--- config.mk ---
export PLATFORM = sky130hd
export DESIGN_NAME = ntt_fifo_port
export DESIGN_NICKNAME = d
export VERILOG_FILES = /design/src/rtl/ntt_fifo_port.sv
export SDC_FILE = /design/constraint.sdc
export NUM_CORES = 1
export LEC_CHECK = 0
export ABC_AREA = 1
export ABC_CLOCK_PERIOD_IN_PS = 12600
export BUFFER_PORTS_ARGS = -buffer_cell sky130_fd_sc_hd__buf_2
export CAP_MARGIN = 20
export CORE_AREA = 3 3 150 152
export DETAILED_ROUTE_END_ITERATION = 16
export DIE_AREA = 0 0 153 155
export MAX_ROUTING_LAYER = met4
export PLACE_DENSITY = 0.64
export SLEW_MARGIN = 20
export SYNTH_ARGS = -nofsm -noshare
export SYNTH_HDL_FRONTEND = slang
export SYNTH_SLANG_ARGS = --single-unit
--- constraint.sdc ---
create_clock -name clk -period 12.6 [get_ports clk]
set_input_delay 2.52 -clock clk [delete_from_list [all_inputs] [get_ports clk]]
set_output_delay 2.52 -clock clk [all_outputs]
set_load 0.01 [all_outputs]
--- src/rtl/ntt_fifo_port.sv ---
// ntt_fifo_port
//   Valid/ready adapter wrapped around the flagless first-word-fall-through
//   FIFO of an MDC NTT delay line. It drives the FIFO write strobe and data
//   directly from the upstream handshake, issues FIFO reads against a credit
//   budget, and catches the read data DELAY cycles later in a small circular
//   skid buffer that feeds the downstream port.
//
// Parameters
//   LOGQ   data width (must match the FIFO)
//   LOGN   log2 of FIFO depth
//   DELAY  FIFO read latency, 1 or 2
//
// Ports
//   clk, rst              clock, synchronous active-high reset (shared with FIFO)
//   s_valid/s_data/s_ready  upstream stream
//   m_valid/m_data/m_ready  downstream stream
//   fifo_wr/fifo_din      FIFO write side
//   fifo_rd/fifo_dout     FIFO read side
//   level                 words held: FIFO storage + reads in flight + skid
//   full / empty          ~s_ready / level == 0
//   err                   sticky protocol error
//
// Optional feature: define NTT_FIFO_PORT_PROTO_CHK_EN to build the upstream
// protocol checker behind err; otherwise err is tied low.

module ntt_fifo_port #(
  parameter int LOGQ  = 32,
  parameter int LOGN  = 8,
  parameter int DELAY = 1
) (
  input  logic            clk,
  input  logic            rst,
  input  logic            s_valid,
  input  logic [LOGQ-1:0] s_data,
  output logic            s_ready,
  output logic            m_valid,
  output logic [LOGQ-1:0] m_data,
  input  logic            m_ready,
  output logic            fifo_wr,
  output logic [LOGQ-1:0] fifo_din,
  output logic            fifo_rd,
  input  logic [LOGQ-1:0] fifo_dout,
  output logic [LOGN+1:0] level,
  output logic            full,
  output logic            empty,
  output logic            err
);

  localparam int SKN = DELAY + 2;
  localparam int PW  = $clog2(SKN);
  localparam int OW  = $clog2(SKN + 1);
  localparam logic [LOGN:0]   DEPTH_C = {1'b1, {LOGN{1'b0}}};
  localparam logic [OW-1:0]   SKN_C   = OW'(SKN);
  localparam logic [PW-1:0]   SK_LAST = PW'(SKN - 1);

  logic [LOGN:0]   cnt;
  logic [DELAY-1:0] tag;
  logic [OW-1:0]   infl;
  logic [OW-1:0]   sk_occ;
  logic [PW-1:0]   sk_wp;
  logic [PW-1:0]   sk_rp;
  logic [LOGQ-1:0] sk_mem [SKN];
  logic            push;
  logic            pop;

  // cnt never exceeds DEPTH, so "not equal" is the same as "less than".
  // A read in the same cycle does not open space for a write.
  assign s_ready  = (cnt != DEPTH_C);
  assign full     = ~s_ready;
  assign fifo_wr  = s_valid & s_ready;
  assign fifo_din = s_data;
  assign empty    = (level == '0);

  assign m_valid = (sk_occ != '0);
  assign m_data  = sk_mem[sk_rp];
  assign push    = tag[DELAY-1];
  assign pop     = m_valid & m_ready;

  always_comb begin
    infl = '0;
    for (int i = 0; i < DELAY; i++) infl = infl + OW'(tag[i]);
  end

  // Credit rule: every word in flight already owns a skid slot, so the skid
  // can never overflow. Only registered state feeds this, keeping m_ready off
  // the read-issue path.
  assign fifo_rd = (cnt != '0) && ((sk_occ + infl) < SKN_C);

  always_ff @(posedge clk) begin
    if (rst) begin
      cnt   <= '0;
      tag   <= '0;
      level <= '0;
    end else begin
      cnt   <= cnt + (LOGN+1)'(fifo_wr) - (LOGN+1)'(fifo_rd);
      // Oldest tag sits in the MSB and drops out of the truncation.
      tag   <= DELAY'({tag, fifo_rd});
      // Words enter only via a write and leave only via a downstream pop, so
      // this tracks cnt + infl + sk_occ exactly.
      level <= level + (LOGN+2)'(fifo_wr) - (LOGN+2)'(pop);
    end
  end

  always_ff @(posedge clk) begin
    if (rst) begin
      sk_wp  <= '0;
      sk_rp  <= '0;
      sk_occ <= '0;
      for (int i = 0; i < SKN; i++) sk_mem[i] <= '0;
    end else begin
      if (push) begin
        sk_mem[sk_wp] <= fifo_dout;
        sk_wp         <= (sk_wp == SK_LAST) ? '0 : sk_wp + 1'b1;
      end
      if (pop) sk_rp <= (sk_rp == SK_LAST) ? '0 : sk_rp + 1'b1;
      sk_occ <= sk_occ + OW'(push) - OW'(pop);
    end
  end

`ifdef NTT_FIFO_PORT_PROTO_CHK_EN
  logic            stall_q;
  logic [LOGQ-1:0] data_q;
  logic            err_q;
  logic            x_hit;

  always_comb begin
    x_hit = 1'b0;
`ifndef SYNTHESIS
    x_hit = $isunknown(m_ready);
`endif
  end

  // A stalled offer must be held unchanged until it is accepted.
  always_ff @(posedge clk) begin
    if (rst) begin
      stall_q <= 1'b0;
      data_q  <= '0;
      err_q   <= 1'b0;
    end else begin
      stall_q <= s_valid & ~s_ready;
      data_q  <= s_data;
      if ((stall_q && (!s_valid || (s_data != data_q))) || x_hit) err_q <= 1'b1;
    end
  end

  assign err = err_q;
`else
  assign err = 1'b0;
`endif

endmodule

==> out/qor.txt <==
number of remaining DRC errors = 0
simple logic cell fraction of the synthesized area = 14.5%
mean post-synth cell area = 9.98 um^2
Tcrit/Tclk final = 43.2%
Design Power = 1.92 mW
Adder-Cell Fraction of Synth Area = 5.26%
Critical Path RT = 10,080 ps
placed standard-cell area = 7780 um^2
commonest non-fill, non-tap cell in the layout = nor2_1
PD cells = 230 nW/um^2
Nets = 884
Placeable Area = 21,200 um^2
layout cell share with drive strength beyond 1 = 16.3%
largest family of logic cells by synthesized area = simple AND/OR/NAND/NOR gates
clk_lat worst skew = 420 ps
GRT Util Overall = 14.1%
initial antenna violation count = 1
RSZ-0062 raised after global routing = no
Crit Path Max Fanout = 65
setup bufs post-CTS = 0
post-synth net total = 842
Vias = 5,097
# hold bufs at CTS = 0
final core utilization = 39.5%
Max Cap Viol = 0
CTS H-tree depth = 4
status = finished, final reports clean
placed wire-length estimate = 9.58 mm
IO Pins = 149
worst relative slew slack = 32.0%
most frequent cells in the layout = nor2_1, edfxtp_1, inv_1, buf_2, o21ai_0
Std-Cell Rows = 53
multiplexer share of the synthesized area = 0%
clock root buffer = clkbuf_16
gr ovfl total = 0
post-cts sizing count = 0
Starting Density = 35.1%
Critical Path AT = 2930 ps
largest net degree at the start of global routing = 66
Avg Vias per Cell = 4.74
Post-Route Setup TNS = 0 ps
Port Buffer Count = 83
post-synthesis sequential area ratio = 59.3%
first-pass GRT wire length = 25.7 mm
final instance area = 8360 um^2
synth-to-layout area growth = 12.6%
synthesized instance count = 744
post-route ant nets = 0
Synth Area in Compound Gates = 9.91%
Final Wtd Congestion = 0.830
Max Clk Rate = 0.184 GHz
die area = 23,700 um^2
CTS max path bufs = 2
worst hold path type = reg2reg
Synth cell types = 31
Cell Area, Synth = 7430 um^2
area of the multi-input gates = 2240 um^2
Least-Margin Pin Slew = 1020 ps
crit path kind = reg2out
Die X = 153 um
maximum vdd drop = 0.124 mV
Finish-stage setup viols = 0
vias in the first global route = 5,026
drt first pass iters = 5
Avg WL per Cell = 15.1 um
register bit total from synthesis = 156
critical path endpoint category = output port
Setup crit start kind = flop
Max Slew Vio Count = 0
Leakage = 3.57 nW
XOR/XNOR Fraction of Synth Area = 0.236%
CTS tree = yes
FF+latch area = 4410 um^2
Ys Warns = 0
# fillers = 2,088
DRC marker count from the first detailed-route iteration = 231
final WL = 16.2 mm
Final min period = 5450 ps
TritonCTS Buffers = 17
CTS clock-pin slew for the worst setup and hold paths = 60 ps
Die Ht = 155 um
Fin. Hold Viols = 0
CTS sink count = 156
Clock Skews = 8.78 ps
critical path: stages (launching register included):
cell,delay [ps]
dfxtp_2,310
buf_4,530
clkinv_2,880
o21ai_0,490
o22ai_1,130
buf_2,170
final timing paths:
check,start,endpoint,slack [ps],cells after the start
max,flop,m_data[6],7150,5
min,sk_rp[1]$_SDFFE_PP0P_,flop,490,2
max reg2reg,push$_SDFF_PP0_,cnt[8]$_SDFF_PP0_,10000,14
min reg2reg,sk_rp[1]$_SDFFE_PP0P_,flop,490,2
through the flow:
step	worst slack, ps	instances	hold WS [ps]
2_1_floorplan	6380	744	460
3_3_place_gp	7210	1042	484
3_5_place_dp	7210	1042	490
4_1_cts	7210	1074	497
5_1_grt	6810	1075	557
6_report	7150	1075	495
sequential cells by signal, indices dropped and copies added (netlist names), named ones only:
register and flops:
cnt 9, sk_occ 2, sk_wp 2, sk_mem 128, level 10, sk_rp 2, push 1
layout make-up:
class                   count  share of cell area (%)
clock inverters            13                    1.72
inverters                  95                    4.28
flip-flops and latches    156                    52.7
diodes                      1                  0.0299
multi-input cells         430                    26.8
well taps                 275                    4.11
repair buffers             86                    5.24
clock buffers              19                    5.18
logic make-up (layout without fill, tap and decap cells):
group / count (synthesis) / in the layout
fa+ha+maj: 30 / 30
buf+inv: 158 / 213
simple gates: 263 / 263
other cells: 1 / 2
compound gates: 134 / 134
xor+xnor: 2 / 2
flops: 156 / 156
cells in the mapped netlist (all sizes together):
library cell    n  share of area, %
nor2          192               9.8
edfxtp        128                52
inv            95               4.8
o21ai          73               4.9
buf            51               5.3
nand2          43               2.2
o22ai          33               2.8
dfxtp          28               7.5
ha             28               4.7
a21oi          21               1.5
nand3          21               1.9
clkbuf         12              0.61
nand4           4              0.34
o21bai          3              0.30
fa              2              0.54
o31ai           2              0.20
a211oi          1              0.10
and3            1             0.084
conb            1             0.050
nor4            1             0.084
o211a           1              0.13
or2             1             0.084
xnor2           1              0.12
xor2            1              0.12
where the power goes:
group          internal (mW)  switching, mW  leakage [nW]
registers              0.650         0.0353          1.52
clock network          0.293          0.210         0.277
logic                  0.259          0.476          1.77
per-layer routing:
metal  GRT usage, %  up-vias  part of all wire, %
met5              -        -                    0
met4           4.12        0                  1.0
met3           4.03       15                  6.3
met2           23.5      139                   49
met1           16.8     2396                   44
li1               -     2547                    -
No activity file was read; power rests on OpenSTA's default activity.
